$ cat config.mk
export PLATFORM = sky130hd
export DESIGN_NAME = memory_port_arbiter_flat
export DESIGN_NICKNAME = d
export VERILOG_FILES = /design/src/rtl/memory_port_arbiter_if.sv /design/src/rtl/memory_port_arbiter.sv /design/src/flat_wrapper.sv
export SDC_FILE = /design/constraint.sdc
export NUM_CORES = 1
export LEC_CHECK = 0
export CAP_MARGIN = 20
export CORE_MARGIN = 8
export CORE_UTILIZATION = 44
export DETAILED_ROUTE_END_ITERATION = 16
export GPL_TIMING_DRIVEN = 0
export PLACE_DENSITY = 0.89
export REMOVE_ABC_BUFFERS = 1
export SYNTH_ARGS = -nofsm -noshare
export SYNTH_HDL_FRONTEND = slang
export SYNTH_SLANG_ARGS = --single-unit
$ cat constraint.sdc
create_clock -name clk -period 4.6 [get_ports clk]
set_clock_uncertainty 0.05 [all_clocks]
set_input_delay 1.15 -clock clk [delete_from_list [all_inputs] [get_ports clk]]
set_output_delay 1.15 -clock clk [all_outputs]
set_load 0.03 [all_outputs]
$ cat src/rtl/memory_port_arbiter_if.sv
// Bus bundle between the fetch/load-store requesters, the arbiter and the shared block memory.
// The arbiter attaches through the slave modport; requesters and memory attach through master.
interface memory_port_arbiter_if #(
    parameter int ADDRESS_SIZE = 9
);
    logic                    fetch_req;
    logic [31:0]             fetch_address;
    logic                    fetch_done;
    logic [31:0]             fetch_data;

    logic                    data_req;
    logic                    data_write;
    logic [1:0]              data_size;
    logic [31:0]             data_address;
    logic [31:0]             data_write_data;
    logic                    data_done;
    logic [31:0]             data_read_data;
    logic                    data_error;

    logic                    mem_read_enable;
    logic                    mem_write_enable;
    logic [ADDRESS_SIZE-1:0] mem_address;
    logic [31:0]             mem_write_data;
    logic [31:0]             mem_read_data;

    logic [7:0]              memory_mapped_io;

    modport master (
        output fetch_req, fetch_address,
        input  fetch_done, fetch_data,
        output data_req, data_write, data_size, data_address, data_write_data,
        input  data_done, data_read_data, data_error,
        input  mem_read_enable, mem_write_enable, mem_address, mem_write_data,
        output mem_read_data,
        input  memory_mapped_io
    );

    modport slave (
        input  fetch_req, fetch_address,
        output fetch_done, fetch_data,
        input  data_req, data_write, data_size, data_address, data_write_data,
        output data_done, data_read_data, data_error,
        output mem_read_enable, mem_write_enable, mem_address, mem_write_data,
        input  mem_read_data,
        output memory_mapped_io
    );
endinterface

$ cat src/rtl/memory_port_arbiter.sv
// Shares one single-port block memory between instruction fetch and load/store, with
// round-robin tie-break, read-modify-write for sub-word stores, one MMIO byte and alignment checks.
module memory_port_arbiter #(
    parameter int          ADDRESS_SIZE = 9,
    parameter logic [31:0] MMIO_ADDRESS = 32'h0000_2000
) (
    input  logic                clk,
    input  logic                rst_n,
    memory_port_arbiter_if.slave bus
);

    typedef enum logic [2:0] {
        IDLE       = 3'd0,
        FETCH_WAIT = 3'd1,
        LOAD_WAIT  = 3'd2,
        RMW_WRITE  = 3'd3,
        ACK        = 3'd4,
        ERR        = 3'd5
    } state_t;

    localparam logic [1:0] SIZE_BYTE  = 2'b00;
    localparam logic [1:0] SIZE_HALF  = 2'b01;
    localparam logic [1:0] SIZE_WORD  = 2'b10;
    localparam logic       GRANT_DATA = 1'b1;
    localparam logic       GRANT_FETCH = 1'b0;

    function automatic logic [31:0] lane_mask(input logic [1:0] size);
        case (size)
            SIZE_BYTE: lane_mask = 32'h0000_00FF;
            SIZE_HALF: lane_mask = 32'h0000_FFFF;
            SIZE_WORD: lane_mask = 32'hFFFF_FFFF;
            default:   lane_mask = 32'h0000_0000;
        endcase
    endfunction

    function automatic logic is_misaligned(input logic [1:0] size, input logic [1:0] offset);
        case (size)
            SIZE_BYTE: is_misaligned = 1'b0;
            SIZE_HALF: is_misaligned = offset[0];
            SIZE_WORD: is_misaligned = (offset != 2'b00);
            default:   is_misaligned = 1'b1;
        endcase
    endfunction

    function automatic logic [31:0] merge_lane(input logic [31:0] old_word, input logic [31:0] new_data,
                                               input logic [31:0] mask, input logic [4:0] shift);
        merge_lane = (old_word & ~(mask << shift)) | ((new_data & mask) << shift);
    endfunction

    state_t                  r_state;
    state_t                  w_next_state;
    logic                    r_last_grant;
    logic                    r_active;
    logic                    r_fetch_done;
    logic                    r_data_done;
    logic                    r_data_error;
    logic [1:0]              r_size;
    logic [4:0]              r_shift;
    logic [31:0]             r_wdata;
    logic [ADDRESS_SIZE-1:0] r_word_addr;
    logic                    r_mmio_load;
    logic [7:0]              r_mmio;

    logic                    w_grant_fetch;
    logic                    w_grant_data;
    logic                    w_data_misaligned;
    logic                    w_data_is_mmio;
    logic                    w_data_mem_access;
    logic [ADDRESS_SIZE-1:0] w_fetch_word_addr;
    logic [ADDRESS_SIZE-1:0] w_data_word_addr;
    logic                    w_mem_read_enable;
    logic                    w_mem_write_enable;
    logic [ADDRESS_SIZE-1:0] w_mem_address;
    logic [31:0]             w_mem_write_data;
    logic [31:0]             w_fetch_data;
    logic [31:0]             w_data_read_data;
    logic                    w_unused;

    assign w_data_misaligned = is_misaligned(bus.data_size, bus.data_address[1:0]);
    assign w_data_is_mmio    = (bus.data_address == MMIO_ADDRESS);
    assign w_data_mem_access = w_grant_data && !w_data_misaligned && !w_data_is_mmio;
    assign w_fetch_word_addr = bus.fetch_address[ADDRESS_SIZE+1:2];
    assign w_data_word_addr  = bus.data_address[ADDRESS_SIZE+1:2];
    assign w_unused          = ^{bus.fetch_address[31:ADDRESS_SIZE+2], bus.fetch_address[1:0]};

    // Next-state and grant decode; requests are only looked at in IDLE
    always_comb begin
        w_next_state  = r_state;
        w_grant_fetch = 1'b0;
        w_grant_data  = 1'b0;
        case (r_state)
            IDLE: begin
                if (r_active && bus.fetch_req && (!bus.data_req || (r_last_grant == GRANT_DATA))) begin
                    w_grant_fetch = 1'b1;
                    w_next_state  = FETCH_WAIT;
                end else if (r_active && bus.data_req) begin
                    w_grant_data = 1'b1;
                    if (w_data_misaligned) begin
                        w_next_state = ERR;
                    end else if (w_data_is_mmio) begin
                        w_next_state = ACK;
                    end else if (!bus.data_write) begin
                        w_next_state = LOAD_WAIT;
                    end else if (bus.data_size == SIZE_WORD) begin
                        w_next_state = ACK;
                    end else begin
                        w_next_state = RMW_WRITE;
                    end
                end else begin
                    w_next_state = IDLE;
                end
            end
            FETCH_WAIT, LOAD_WAIT, RMW_WRITE, ACK, ERR: w_next_state = IDLE;
            default:                                    w_next_state = IDLE;
        endcase
    end

    // State register, grant history and the post-reset enable that keeps grants off during reset
    always_ff @(posedge clk or negedge rst_n) begin
        if (!rst_n) begin
            r_state      <= IDLE;
            r_last_grant <= GRANT_DATA;
            r_active     <= 1'b0;
        end else begin
            r_state  <= w_next_state;
            r_active <= 1'b1;
            if (w_grant_fetch) begin
                r_last_grant <= GRANT_FETCH;
            end else if (w_grant_data) begin
                r_last_grant <= GRANT_DATA;
            end
        end
    end

    // Completion flags registered from the next state so no request reaches done combinationally
    always_ff @(posedge clk or negedge rst_n) begin
        if (!rst_n) begin
            r_fetch_done <= 1'b0;
            r_data_done  <= 1'b0;
            r_data_error <= 1'b0;
        end else begin
            r_fetch_done <= (w_next_state == FETCH_WAIT);
            r_data_done  <= (w_next_state == LOAD_WAIT) || (w_next_state == RMW_WRITE) ||
                            (w_next_state == ACK && w_grant_data) || (w_next_state == ERR);
            r_data_error <= (w_next_state == ERR);
        end
    end

    // Capture of the granted data request for the second cycle of the transaction
    always_ff @(posedge clk or negedge rst_n) begin
        if (!rst_n) begin
            r_size      <= 2'b00;
            r_shift     <= 5'd0;
            r_wdata     <= 32'h0000_0000;
            r_word_addr <= '0;
            r_mmio_load <= 1'b0;
        end else if (w_grant_data) begin
            r_size      <= bus.data_size;
            r_shift     <= {bus.data_address[1:0], 3'b000};
            r_wdata     <= bus.data_write_data;
            r_word_addr <= w_data_word_addr;
            r_mmio_load <= !w_data_misaligned && w_data_is_mmio && !bus.data_write;
        end
    end

    // IO register written at the grant edge of an aligned MMIO store
    always_ff @(posedge clk or negedge rst_n) begin
        if (!rst_n) begin
            r_mmio <= 8'h00;
        end else if (w_grant_data && !w_data_misaligned && w_data_is_mmio && bus.data_write) begin
            r_mmio <= bus.data_write_data[7:0];
        end
    end

    // Memory enables: grant-cycle read/write from IDLE, or the merged write in RMW_WRITE
    always_comb begin
        w_mem_read_enable  = 1'b0;
        w_mem_write_enable = 1'b0;
        w_mem_address      = '0;
        w_mem_write_data   = 32'h0000_0000;
        if (w_grant_fetch) begin
            w_mem_read_enable = 1'b1;
            w_mem_address     = w_fetch_word_addr;
        end else if (w_data_mem_access) begin
            w_mem_address = w_data_word_addr;
            if (bus.data_write && (bus.data_size == SIZE_WORD)) begin
                w_mem_write_enable = 1'b1;
                w_mem_write_data   = bus.data_write_data;
            end else begin
                w_mem_read_enable = 1'b1;
            end
        end else if (r_state == RMW_WRITE) begin
            w_mem_write_enable = 1'b1;
            w_mem_address      = r_word_addr;
            w_mem_write_data   = merge_lane(bus.mem_read_data, r_wdata, lane_mask(r_size), r_shift);
        end else begin
            w_mem_read_enable  = 1'b0;
        end
    end

    // Read data steering, zero outside the completion states
    always_comb begin
        w_fetch_data     = 32'h0000_0000;
        w_data_read_data = 32'h0000_0000;
        if (r_state == FETCH_WAIT) begin
            w_fetch_data = bus.mem_read_data;
        end else if (r_state == LOAD_WAIT) begin
            w_data_read_data = (bus.mem_read_data >> r_shift) & lane_mask(r_size);
        end else if ((r_state == ACK) && r_mmio_load) begin
            w_data_read_data = {24'h00_0000, r_mmio};
        end else begin
            w_data_read_data = 32'h0000_0000;
        end
    end

    assign bus.fetch_done       = r_fetch_done;
    assign bus.fetch_data       = w_fetch_data;
    assign bus.data_done        = r_data_done;
    assign bus.data_error       = r_data_error;
    assign bus.data_read_data   = w_data_read_data;
    assign bus.mem_read_enable  = w_mem_read_enable;
    assign bus.mem_write_enable = w_mem_write_enable;
    assign bus.mem_address      = w_mem_address;
    assign bus.mem_write_data   = w_mem_write_data;
    assign bus.memory_mapped_io = r_mmio;

endmodule

$ cat src/flat_wrapper.sv
// flat-port wrapper written by rule: the top's interface ports become plain ports
module memory_port_arbiter_flat 
#(
    parameter int          ADDRESS_SIZE = 9,
    parameter logic [31:0] MMIO_ADDRESS = 32'h0000_2000
)
  (clk, rst_n, bus_fetch_req, bus_fetch_address, bus_fetch_done, bus_fetch_data, bus_data_req, bus_data_write, bus_data_size, bus_data_address, bus_data_write_data, bus_data_done, bus_data_read_data, bus_data_error, bus_mem_read_enable, bus_mem_write_enable, bus_mem_address, bus_mem_write_data, bus_mem_read_data, bus_memory_mapped_io);
  memory_port_arbiter_if #(.ADDRESS_SIZE(ADDRESS_SIZE)) bus_i ();
  input  logic clk;
  input  logic rst_n;
  input wire logic [$bits(bus_i.fetch_req)-1:0] bus_fetch_req;
  input wire logic [$bits(bus_i.fetch_address)-1:0] bus_fetch_address;
  output wire logic [$bits(bus_i.fetch_done)-1:0] bus_fetch_done;
  output wire logic [$bits(bus_i.fetch_data)-1:0] bus_fetch_data;
  input wire logic [$bits(bus_i.data_req)-1:0] bus_data_req;
  input wire logic [$bits(bus_i.data_write)-1:0] bus_data_write;
  input wire logic [$bits(bus_i.data_size)-1:0] bus_data_size;
  input wire logic [$bits(bus_i.data_address)-1:0] bus_data_address;
  input wire logic [$bits(bus_i.data_write_data)-1:0] bus_data_write_data;
  output wire logic [$bits(bus_i.data_done)-1:0] bus_data_done;
  output wire logic [$bits(bus_i.data_read_data)-1:0] bus_data_read_data;
  output wire logic [$bits(bus_i.data_error)-1:0] bus_data_error;
  output wire logic [$bits(bus_i.mem_read_enable)-1:0] bus_mem_read_enable;
  output wire logic [$bits(bus_i.mem_write_enable)-1:0] bus_mem_write_enable;
  output wire logic [$bits(bus_i.mem_address)-1:0] bus_mem_address;
  output wire logic [$bits(bus_i.mem_write_data)-1:0] bus_mem_write_data;
  input wire logic [$bits(bus_i.mem_read_data)-1:0] bus_mem_read_data;
  output wire logic [$bits(bus_i.memory_mapped_io)-1:0] bus_memory_mapped_io;
  assign bus_i.fetch_req = bus_fetch_req;
  assign bus_i.fetch_address = bus_fetch_address;
  assign bus_fetch_done = bus_i.fetch_done;
  assign bus_fetch_data = bus_i.fetch_data;
  assign bus_i.data_req = bus_data_req;
  assign bus_i.data_write = bus_data_write;
  assign bus_i.data_size = bus_data_size;
  assign bus_i.data_address = bus_data_address;
  assign bus_i.data_write_data = bus_data_write_data;
  assign bus_data_done = bus_i.data_done;
  assign bus_data_read_data = bus_i.data_read_data;
  assign bus_data_error = bus_i.data_error;
  assign bus_mem_read_enable = bus_i.mem_read_enable;
  assign bus_mem_write_enable = bus_i.mem_write_enable;
  assign bus_mem_address = bus_i.mem_address;
  assign bus_mem_write_data = bus_i.mem_write_data;
  assign bus_i.mem_read_data = bus_mem_read_data;
  assign bus_memory_mapped_io = bus_i.memory_mapped_io;
  memory_port_arbiter #(.ADDRESS_SIZE(ADDRESS_SIZE), .MMIO_ADDRESS(MMIO_ADDRESS)) u_core (.clk(clk), .rst_n(rst_n), .bus(bus_i));
endmodule
After elaboration in Yosys (flattened, before gate mapping)
Index checks and enable logic that the tools add are counted.
{"block": "classes", "n_shift": 3, "mux": 39, "reduce_logical": 25, "n_bitwise": 5, "n_eq_ne": 14}
{"cell": "two-way mux 32 bit", "n": 12}
{"cell": "bitwise AND 32 bit", "n": 3}
{"cell": "case mux 32 bit (3 select lines)", "n": 1}
{"cell": "<< shifter 32 x 5 -> 32 bit", "n": 2}
{"cell": "== test 32 x 14 -> 1 bit (second input constant)", "n": 1}
{"cell": "NOT 32 bit", "n": 1}
{"cell": "OR 32 bit", "n": 1}
{"cell": "right shift 32 x 5 -> 32 bit", "n": 1}
{"cell": "two-way mux 9 bit", "n": 3}
{"cell": "two-way mux 3 bit", "n": 7}
{"cell": "two-way mux 1 bit", "n": 14}
{"cell": "== test 3 x 2 -> 1 bit (second input constant)", "n": 4}
{"cell": "logical AND 1 bit", "n": 12}
{"cell": "== test 3 bit (second input constant)", "n": 3}
{"cell": "two-way mux 8 bit", "n": 1}
{"cell": "== test 3 x 1 -> 1 bit (second input constant)", "n": 2}
{"cell": "== test 2 x 1 -> 1 bit (second input constant)", "n": 2}
{"cell": "== test 2 bit (second input constant)", "n": 2}
{"cell": "logical NOT 1 bit", "n": 4}
{"cell": "logical NOT 2 bit", "n": 2}
{"cell": "logical OR 1 bit", "n": 4}
{"cell": "nonzero test 2 bit", "n": 2}
{"cell": "logical NOT 3 bit", "n": 1}
{"cell": "case mux 1 bit (3 select lines)", "n": 1}
{"block": "word_totals", "out_inout_bits": 118, "in_bits": 135, "reg_bits": 62, "wordCells": 98}

Logic depth before layout (Yosys ltp)
{"block": "logic_depth", "depth_word": 16, "mapped_depth": 8, "ltp_nobuf": 7}

Least setup slack after synthesis
Ideal clock, no wire load.
{"block": "synth_path", "path_kind": "input to output", "startpoint": "in bus_data_size[0]", "endpoint": "out bus_mem_write_data[31]", "slack_ps": 273, "path_buffers": 2, "required_time_ps": 3400, "t_arrival_ps": 3127, "cell_stages": 7, "cell_sequence": "or3_1 > a2111o_1 > o21ba_2 > buf_4 > buf_4 > nand2_1 > a31oi_1"}
{"block": "synth_via", "elab_chain_len": 7, "word_cells_on_any_way": 11, "cone_classes": "eq/ne (2); mux (4); reduce/logical (5)"}
{"element": "start, declared", "line": "flat_wrapper.sv:17", "text": "input wire logic [$bits(bus_i.data_size)-1:0] bus_data_size;"}
{"element": "== test 2 bit (tied with other cells)", "line": "memory_port_arbiter.sv:37, memory_port_arbiter.sv:186"}
{"element": "case mux 1 bit (3 select lines)", "line": "memory_port_arbiter.sv:37", "text": "case (size)"}
{"element": "logical NOT 1 bit", "line": "memory_port_arbiter.sv:81", "text": "assign w_data_mem_access = w_grant_data && !w_data_misaligned && !w_data_is_mmio;"}
{"element": "logical AND 1 bit (2 in series)", "line": "memory_port_arbiter.sv:81"}
{"element": "two-way mux 32 bit *", "line": "memory_port_arbiter.sv:184", "text": "end else if (w_data_mem_access) begin"}
{"element": "two-way mux 32 bit *", "line": "memory_port_arbiter.sv:181", "text": "if (w_grant_fetch) begin"}
{"element": "end, declared", "line": "flat_wrapper.sv:26", "text": "output wire logic [$bits(bus_i.mem_write_data)-1:0] bus_mem_write_data;"}
Mark *: on every way between the ends. The rest lies on a longest branch, timed or not.

Final worst setup path
Same ends and word-level chain as after synthesis.

==> run_results.csv <==
group,metric,value,unit
clock_tree,clkSinkCount,62,
setup_path,cp_max_fo,6,
setup_path,crit_type,"primary input to output pin",
floorplan,core-area,0.0107,mm²
cells_and_area,drive_gt1_share,16.7,%
outcome,violations,"negative setup slack",
detailed_routing,wl_per_cell,22.6,µm
clock_tree,tritoncts,"built",
outcome,status,"finished, violations left",
synthesis,ys.flop_type,"dfrtp_1",
clock_tree,htreeDepth,3,
hold_path,min_delay_path_depth,2,
floorplan,die-area,0.0144,mm²
setup_path,reg2reg_depth,6,
detailed_routing,via_per_inst,5.97,
sta,maxSlewHeadroom,39.3,%
cells_and_area,fin_nets,969,
setup_path,end_kind,"output pin",
synthesis,netlist_instances,608,
power,fin_total_pwr,3.07,mW
sta,fin_crit,4.60,ns
global_route,overflow,0,
synthesis,synth_most_common_cell,"nand2_1",
sta,worst_pin_slew,0.907,ns
floorplan,die_w,120,µm
floorplan,fp.dieH,120,µm
setup_path,critPathLaunch,"bus_data_size[0]",
hold_path,min_to,"u_core.r_wdata[31]",
global_route,grt_pass1_wl,33.4,mm
placement,gp_congestion,0.930,
cells_and_area,fill_cells,876,
detailed_routing,vias,5836,
floorplan,num_rows,38,
sta,finalCritPeriodShare,100,%
sta,hold_viol,0,
synthesis,async_flop_share,100,%
global_route,grt_use_total,29.5,%
setup_path,rrSetupSlack,1.65,ns
cells_and_area,syn_to_final_growth,58.0,%
clock_tree,cts_root_buf,"clkbuf_8",
synthesis,synth_area_leader_cell,"dfrtp_1",
setup_path,r2r_end,"u_core.bus.memory_mapped_io[1]",
sta,setup_viol,1,
detailed_routing,ant_nets,0,
synthesis,synth_cell_types,46,
setup_path,required,3.40,ns
hold_path,hp-class,"flop to flop",
synthesis,mappedNetlistArea,0.00478,mm²
placement,dp.final_hpwl,15.5,mm
detailed_routing,wl,22.1,mm
synthesis,syn_avg_cell_area,7.85,µm²
global_route,antenna_found_initial,0,
setup_path,timing.rr.start,"u_core.r_state[1]",
cells_and_area,antenna_cells,0,
synthesis,synth.top_cells.by_area,"dfrtp_1, nand2_1, mux2i_1",
floorplan,start_util,44.6,%
placement,dpl_cell_area,0.00717,mm²
cells_and_area,regArea,0.00155,mm²
global_route,grt_pass1_vias,5915,
floorplan,ioPinCount,253,
synthesis,synth_common_cells,"nand2_1, dfrtp_1, nor2_1",
synthesis,yosysSeqAreaShare,32.5,%
synthesis,yosys.area.top_type_share,32.0,%
power,power.density,406,mW/mm²
sta,worst_slack,-0.00210,ns
global_route,grt_max_degree,63,
setup_path,arrival,3.40,ns
cells_and_area,postLayoutCellArea,0.00755,mm²
clock_tree,clock_latency,0.36,ns
detailed_routing,drtIter0Drc,724,
placement,pre_cts_ws,-1.32,ns
power,vdd_drop_max,252,µV
detailed_routing,remaining_drc_errors,0,
synthesis,synth_edf_count,0,
power,p_leak,3.35,nW
detailed_routing,drt_first_pass_iters,5,
clock_tree,numCtsBuffers,9,
hold_path,min_from,"u_core.r_wdata[31]",
cells_and_area,multi_input_area,0.00318,mm²
synthesis,ys_ff_latch,62,
synthesis,yosysWarnings,0,
job,maxCapViolations,0,
setup_path,startpoint_type,"primary input",
sta,report.final.slew_viol_count,0,
clock_tree,clkSlewWorstSetupHoldPaths,0.07,ns
sta,fmax,217,MHz
placement,portBuffers,229,
clock_tree,cts.path.max_buffers,2,
## final cells by class
cell class / instances / share of cell area [%]
Timing Repair Buffer: 249 / 31.7
Multi-Input combinational cell: 503 / 42.1
Sequential cell: 62 / 20.6
Inverter: 7 / 0.381
Clock buffer: 12 / 1.92
Clock inverter: 4 / 0.928
Tap cell: 140 / 2.32
## where the power goes
part           internal (mW)  switching (mW)  total [mW]
sequential             0.722           0.202       0.924
combinational          0.689           0.903        1.59
clock                  0.319           0.233       0.552
## cell families (layout without fill, tap and decap cells)
logic type	after synthesis	in the layout	synth area share [%]
adder cells (fa/ha/maj)	2	2	0.524
AO/OA/AOI/OAI	134	139	20.1
multiplexers	68	68	15.0
AND/OR/NAND/NOR	293	293	27.5
flip-flops	62	62	32.5
buffers and inverters	48	272	4.24
other	1	1	0.0785
## per-layer routing
layer | track usage, % | routed length (µm) | up-vias
met5 | 0 | 0 | -
met1 | 34.3 | 8330 | 2770
li1 | - | - | 2610
met3 | 9.98 | 2560 | 67
met2 | 48.5 | 10400 | 389
met4 | 13.3 | 779 | 0
## worst max-delay path by stage
stage,end,depth (start not counted)
floorplan,bus_mem_write_data[0],4
global placement,bus_mem_read_enable,5
detailed placement,bus_mem_write_data[13],7
CTS,bus_mem_write_data[13],7
global route,bus_mem_write_data[31],8
finish,bus_mem_write_data[31],8
## critical path, stage by stage
cell           delay (ns)
dlygate4sd2_1        0.30
or3_1                0.41
a2111o_2             0.50
buf_4                0.17
o21ba_4              0.32
nand2_1              0.10
a31oi_1              0.21
clkbuf_4             0.24
## registers in the layout (all words and copies together), names as in the netlist
register	cells
u_core.r_last_grant	1
u_core.r_state	3
u_core.r_mmio_load	1
u_core.r_wdata	32
u_core.bus.data_done	1
u_core.r_shift	2
u_core.r_size	2
u_core.bus.data_error	1
u_core.bus.fetch_done	1
u_core.bus.memory_mapped_io	8
u_core.r_active	1
u_core.r_word_addr	9
## repair_timing
| action | CTS | global route |
|---|---|---|
| gates cloned | 6 | 0 |
| setup endpoints to repair | 51 | 37 |
| resized for setup | 214 | 9 |
| setup buffers | 9 | 2 |
| pin swaps | 5 | 3 |
| hold buffers | 0 | 0 |
| endpoints found under the hold margin | 0 | 0 |
## cell usage in the layout (no fill, tap or decap), types with 4 or more instances in the layout
cell and instances:
dfrtp_1 60, buf_2 29, a32o_1 8, clkbuf_4 4, nor2_1 54, clkdlybuf4s50_1 182, o2bb2ai_1 9, a22o_1 14
clkdlybuf4s15_2 11, o22a_1 7, a31o_2 8, buf_4 12, a21oi_1 32, nor4_1 5, clkbuf_8 10, nand4_1 4
and2_1 41, o21ba_4 6, o21ai_0 20, inv_1 5, nand2_1 162, mux2i_1 40, mux2_2 28, and3_1 8
a22oi_1 25
## stage by stage
stage	setup TNS [ns]	util, %	std cells	hold WS (ns)
after floorplan	-17.50	-	567	0.394
after global placement	-99.79	66.1	936	0.412
after detailed placement	-49.52	67.0	941	0.421
after CTS	0	69.6	972	0.437
after global routing	-0.0705	70.5	977	0.463
final	-0.00210	70.5	977	0.437
No activity file was read; power rests on OpenSTA's default activity.
==> edit 1, RTL diff (same settings) <==
The 6 states of `state_t` get a one-hot encoding in 6 bits.
--- a/src/rtl/memory_port_arbiter.sv
+++ b/src/rtl/memory_port_arbiter.sv
@@ -9,13 +9,13 @@
     memory_port_arbiter_if.slave bus
 );
 
-    typedef enum logic [2:0] {
-        IDLE       = 3'd0,
-        FETCH_WAIT = 3'd1,
-        LOAD_WAIT  = 3'd2,
-        RMW_WRITE  = 3'd3,
-        ACK        = 3'd4,
-        ERR        = 3'd5
+    typedef enum logic [5:0] {
+        IDLE       = 6'b000001,
+        FETCH_WAIT = 6'b000010,
+        LOAD_WAIT  = 6'b000100,
+        RMW_WRITE  = 6'b001000,
+        ACK        = 6'b010000,
+        ERR        = 6'b100000
     } state_t;
 
     localparam logic [1:0] SIZE_BYTE  = 2'b00;
Check against the original RTL: same outputs for any inputs over 10 cycles, from zero or initial values and one cycle with rst_n low; not proved beyond that.
==> edit 1 against the original RTL <==
Sequential share of layout area rose by 0.40 points. Routed wire length fell by 3.5%. Setup slack improved by 0.055 ns. Sequential power rose by 15%. Total power rose by 2.8%. Fmax rose by 1.2%. Via count fell by 6.4%. Clock power fell by 8.9%. Synthesized area rose by 2.2%. Critical path depth rose by 1. Largest power group unchanged. Design area rose by 3.1%. Sequential cell count rose by 3. Critical path type unchanged.
==> edit 1: results <==
run_status:
  outcome: "complete, no violations"
detailed_routing:
  wl_met2_mm: 10.4
  detail_route.first_pass.iterations: 6
  detailedRoute.firstIterationViolations: 518
  wl_met3_mm: 2.16
  routed_via_density: 5.98
  routed_wl_mm: 21.3
yosys:
  synth.top_cells.by_area: "dfrtp_1, mux2_2, a211oi_2, nor2_1, and2_1"
  synth.yosys.seq_area_share: 0.334
  synth_common_cells: "nor2_1, dfrtp_1, mux2_2"
  synth_cell_types: 57
  synth_cells: 534
power_and_ir_drop:
  p_switching_mw: 1.39
  power.clock.fraction: 0.160
  power.leakage_nw: 3.30
  power-per-cell-area_nw_per_um2: 405
  seq_cell_power_mw: 1.06
global_routing:
  met1_usage: 0.331
  maximum_number_of_pins_on_one_net_before_global_route_repair: 66
  first_pass_grt_wire_length_mm: 32.2
  grt_use_met2: 0.482
  first_global_vias: 5536
  gr-usage-all-layers: 0.280
  global_routing_met3_resource_utilization: 0.0633
setup_path:
  number_of_cells_on_the_worst_reg_to_reg_path: 7
  path_delay_family: "buffers and inverters"
  r2r_setup_slack_ns: 2.14
  crit_path_max_fanout: 18
  crit-reg2reg-capture: "u_core.bus.memory_mapped_io[0]"
  arrival_ns: 3.35
  slowest_cp_cell: "clkdlybuf4s50_1"
  cp_slowest_stage_delay_ns: 0.44
min_path:
  hold_start: "u_core.r_word_addr[1]"
  timing.hold.worst_endpoint: "u_core.r_word_addr[1]"
timing:
  relSlewSlack: 0.362
  hold_slack_ns: 0.448
  timing.fmax_mhz: 220
placement:
  dp.final_hpwl_mm: 15.0
  dpl_ws_ns: -2.13
  gp_congestion: 0.875
  placed_cells: 867
  placement.cell_area_sq_um: 7270
layout:
  multi_input_comb_area_sq_um: 3130
  post_route_cells_drive_above_1_share: 0.242
  num-fill-cells: 807
  num-nets-final: 906
clock_network:
  clock_path_buffers: 2
[edit 1: cell count changes in the layout (fill, tap and decap cells not counted), moves of 10 or more]
cell      before  now
mux2i_1       40   24
buf_4         12   33
buf_2         29   16
nor2b_1        0   12
nor2_1        54   71
a211oi_2       0   23
mux2_2        28   48
nand2_1      162   30
a21oi_1       32   19
inv_1          5   15
[edit 1: worst max-delay path by stage]
stage                                    start                      to  cells after the start
final                     bus_data_address[20]  bus_mem_write_data[21]                      9
after floorplan                   bus_data_req  bus_mem_write_data[16]                      6
after global placement     bus_data_address[0]  bus_mem_write_data[10]                      7
after CTS                 bus_data_address[16]  bus_mem_write_data[14]                     10
after global routing      bus_data_address[17]  bus_mem_write_data[12]                     10
after detailed placement          bus_data_req  bus_mem_write_data[14]                     10
[edit 1: kinds of logic (layout without fill, tap and decap cells)]
logic type,after synthesis,after routing,share of synthesized area
other,1,1,0.000768
muxes,72,72,0.160
and+or+nand+nor,197,198,0.208
AOI/OAI and AO/OA,139,141,0.238
buffers and inverters,58,295,0.0546
DFF,65,65,0.334
adders and majority gates,2,2,0.00513
[edit 1: final cells by class]
type,count,area share
multi-input cells,414,0.402
flip-flops and latches,65,0.210
repair inverters,2,0.00225
well taps,140,0.0225
clock inverters,6,0.00868
inverters,17,0.0103
clock buffers,10,0.0177
repair buffers,260,0.327
[edit 1: repair_timing]
| action | in CTS | in global routing |
|---|---|---|
| gates cloned | 6 | 0 |
| setup buffers | 16 | 9 |
| endpoints found under the setup margin | 59 | 40 |
| gates resized for setup | 159 | 39 |
| pin swaps | 7 | 8 |
[edit 1: worst register-to-register path, cell delays in order, from the launching register on]
cell      delay (ns)
dfstp_2         0.54
nor4bb_1        0.31
and2_1          0.46
nand2_8         0.12
inv_16          0.11
and2_1          0.24
nand3_4         0.19
mux2_2          0.32
==> edit 2, RTL diff (config.mk and constraints unchanged) <==
Without the edit above. `ADDRESS_SIZE` is set to 9 in 3 places; all go to 11.
--- a/src/rtl/memory_port_arbiter_if.sv
+++ b/src/rtl/memory_port_arbiter_if.sv
@@ -1,7 +1,7 @@
 // Bus bundle between the fetch/load-store requesters, the arbiter and the shared block memory.
 // The arbiter attaches through the slave modport; requesters and memory attach through master.
 interface memory_port_arbiter_if #(
-    parameter int ADDRESS_SIZE = 9
+    parameter int ADDRESS_SIZE = 11
 );
     logic                    fetch_req;
     logic [31:0]             fetch_address;
--- a/src/rtl/memory_port_arbiter.sv
+++ b/src/rtl/memory_port_arbiter.sv
@@ -1,7 +1,7 @@
 // Shares one single-port block memory between instruction fetch and load/store, with
 // round-robin tie-break, read-modify-write for sub-word stores, one MMIO byte and alignment checks.
 module memory_port_arbiter #(
-    parameter int          ADDRESS_SIZE = 9,
+    parameter int          ADDRESS_SIZE = 11,
     parameter logic [31:0] MMIO_ADDRESS = 32'h0000_2000
 ) (
     input  logic                clk,
--- a/src/flat_wrapper.sv
+++ b/src/flat_wrapper.sv
@@ -1,7 +1,7 @@
 // flat-port wrapper written by rule: the top's interface ports become plain ports
 module memory_port_arbiter_flat 
 #(
-    parameter int          ADDRESS_SIZE = 9,
+    parameter int          ADDRESS_SIZE = 11,
     parameter logic [31:0] MMIO_ADDRESS = 32'h0000_2000
 )
   (clk, rst_n, bus_fetch_req, bus_fetch_address, bus_fetch_done, bus_fetch_data, bus_data_req, bus_data_write, bus_data_size, bus_data_address, bus_data_write_data, bus_data_done, bus_data_read_data, bus_data_error, bus_mem_read_enable, bus_mem_write_enable, bus_mem_address, bus_mem_write_data, bus_mem_read_data, bus_memory_mapped_io);
Interface: changed (resized bus_mem_address); port bits go from 253 to 255. No check against the original RTL was run, so the function may have changed too.
==> edit 2 against the original RTL <==
Non-clock buffer count rose by 5. Synthesized area rose by 2.8%. Total power rose by 0.58%. Critical path depth did not move. Via count rose by 5.0%. Critical path type unchanged. Setup slack improved by 0.027 ns. Final cell count rose by 1.8%. Design area rose by 0.78%. Sequential share of layout area rose by 0.50 points. Utilization fell by 0.69 points. Sequential cell count rose by 2. Routed wire length rose by 6.3%. Combinational power rose by 4%.
==> edit 2: results <==
global_routing:
  first_global_vias: 6293
  first_pass_grt_wire_length_mm: 35.2
  maximum_number_of_pins_on_one_net_before_global_route_repair: 65
  gr-usage-all-layers: 0.305
yosys:
  synth_common_cells: "nand2_1, dfrtp_1, nor2_1"
  post_synth.cell_area_avg_sq_um: 7.93
  synth.top_cells.by_area: "dfrtp_1, nand2_1, mux2i_1, mux2_2, and2_1"
  synth.yosys.seq_area_share: 0.326
placement:
  placed_cells: 959
  place.port_buffers: 233
  dp.final_hpwl_mm: 16.2
  gp_congestion: 0.878
power_and_ir_drop:
  power.leakage_nw: 3.43
clock_network:
  worstSkewPairLatency_ns: 0.35
run_status:
  outcome: "complete, no violations"
setup_path:
  critical_path.startpoint: "bus_data_address[1]"
  r2r_setup_slack_ns: 1.69
  crit_path_max_fanout: 11
detailed_routing:
  routedWlPerCell_um: 23.6
  routed_via_density: 6.16
  routed_wl_mm: 23.5
  detailedRoute.firstIterationViolations: 584
  detail_route.first_pass.iterations: 7
layout:
  num-nets-final: 988
  post_route_cells_drive_above_1_share: 0.171
timing:
  relSlewSlack: 0.362
[edit 2: power breakdown]
| part | internal [mW] | leakage, nW | total, mW | switching, mW |
|---|---|---|---|---|
| Clock | 0.260 | 0.0989 | 0.484 | 0.224 |
| Combinational | 0.715 | 2.53 | 1.65 | 0.935 |
| Sequential | 0.747 | 0.803 | 0.952 | 0.205 |
| Total | 1.72 | 3.43 | 3.08 | 1.36 |
[edit 2: layout make-up]
type | count | area (sq um)
Multi-Input combinational cell | 515 | 3230
Clock buffer | 11 | 141
Timing Repair Buffer | 254 | 2380
Sequential cell | 64 | 1600
Clock inverter | 4 | 45.0
Tap cell | 140 | 175
Inverter | 7 | 28.8
Fill cell | 867 | 3280
[edit 2: final timing paths]
path / cells past startpoint / endpoint
max: 8 / bus_mem_write_data[26]
min: 2 / u_core.r_wdata[31]
max reg2reg: 5 / u_core.bus.memory_mapped_io[2]
min reg2reg: 2 / u_core.r_wdata[31]
max in group asynchronous: 1 / u_core.r_shift[3]
min in group asynchronous: 1 / u_core.r_word_addr[1]
[edit 2: timing repair]
item	4_1_cts	5_1_grt
setup buffers	8	5
pin swaps	5	5
setup endpoints to repair	53	44
cloned	8	0
gates resized for setup	234	21
[edit 2: worst reg2reg max path: stages, from the launching register on]
cell      delay, ns
dfrtp_1        0.45
or4b_4         0.59
a2111o_2       0.56
buf_4          0.21
nor4_4         0.51
mux2_2         0.42
[edit 2: per-stage QoR]
stage                util  instance area [sq um]  power (mW)  hold WS (ns)  setup WS, ns
floorplan               -                   4710        1.91         0.394        -0.536
global placement    0.662                   7210        2.45         0.407         -2.12
detailed placement  0.673                   7330        2.53         0.420         -1.35
CTS                 0.695                   7560        3.04         0.437        0.0112
global route        0.699                   7610        3.24         0.453       -0.0486
finish              0.699                   7610        3.08         0.433        0.0247
[edit 2: cells by family after synthesis]
group,count (synthesis),synth area share
compound gates,137,0.199
fa+ha+maj,2,0.00509
flops,64,0.326
buf+inv,47,0.0471
mux,70,0.150
other cells,1,0.000764
simple gates,298,0.272
[edit 2: layer usage]
layer  up-vias  part of all wire  GRT usage
li1       2652                 -          -
met1      2933              0.38      0.346
met2       441              0.47      0.507
met3       101              0.11     0.0828
met4         0             0.053      0.180
met5         -                 0          0
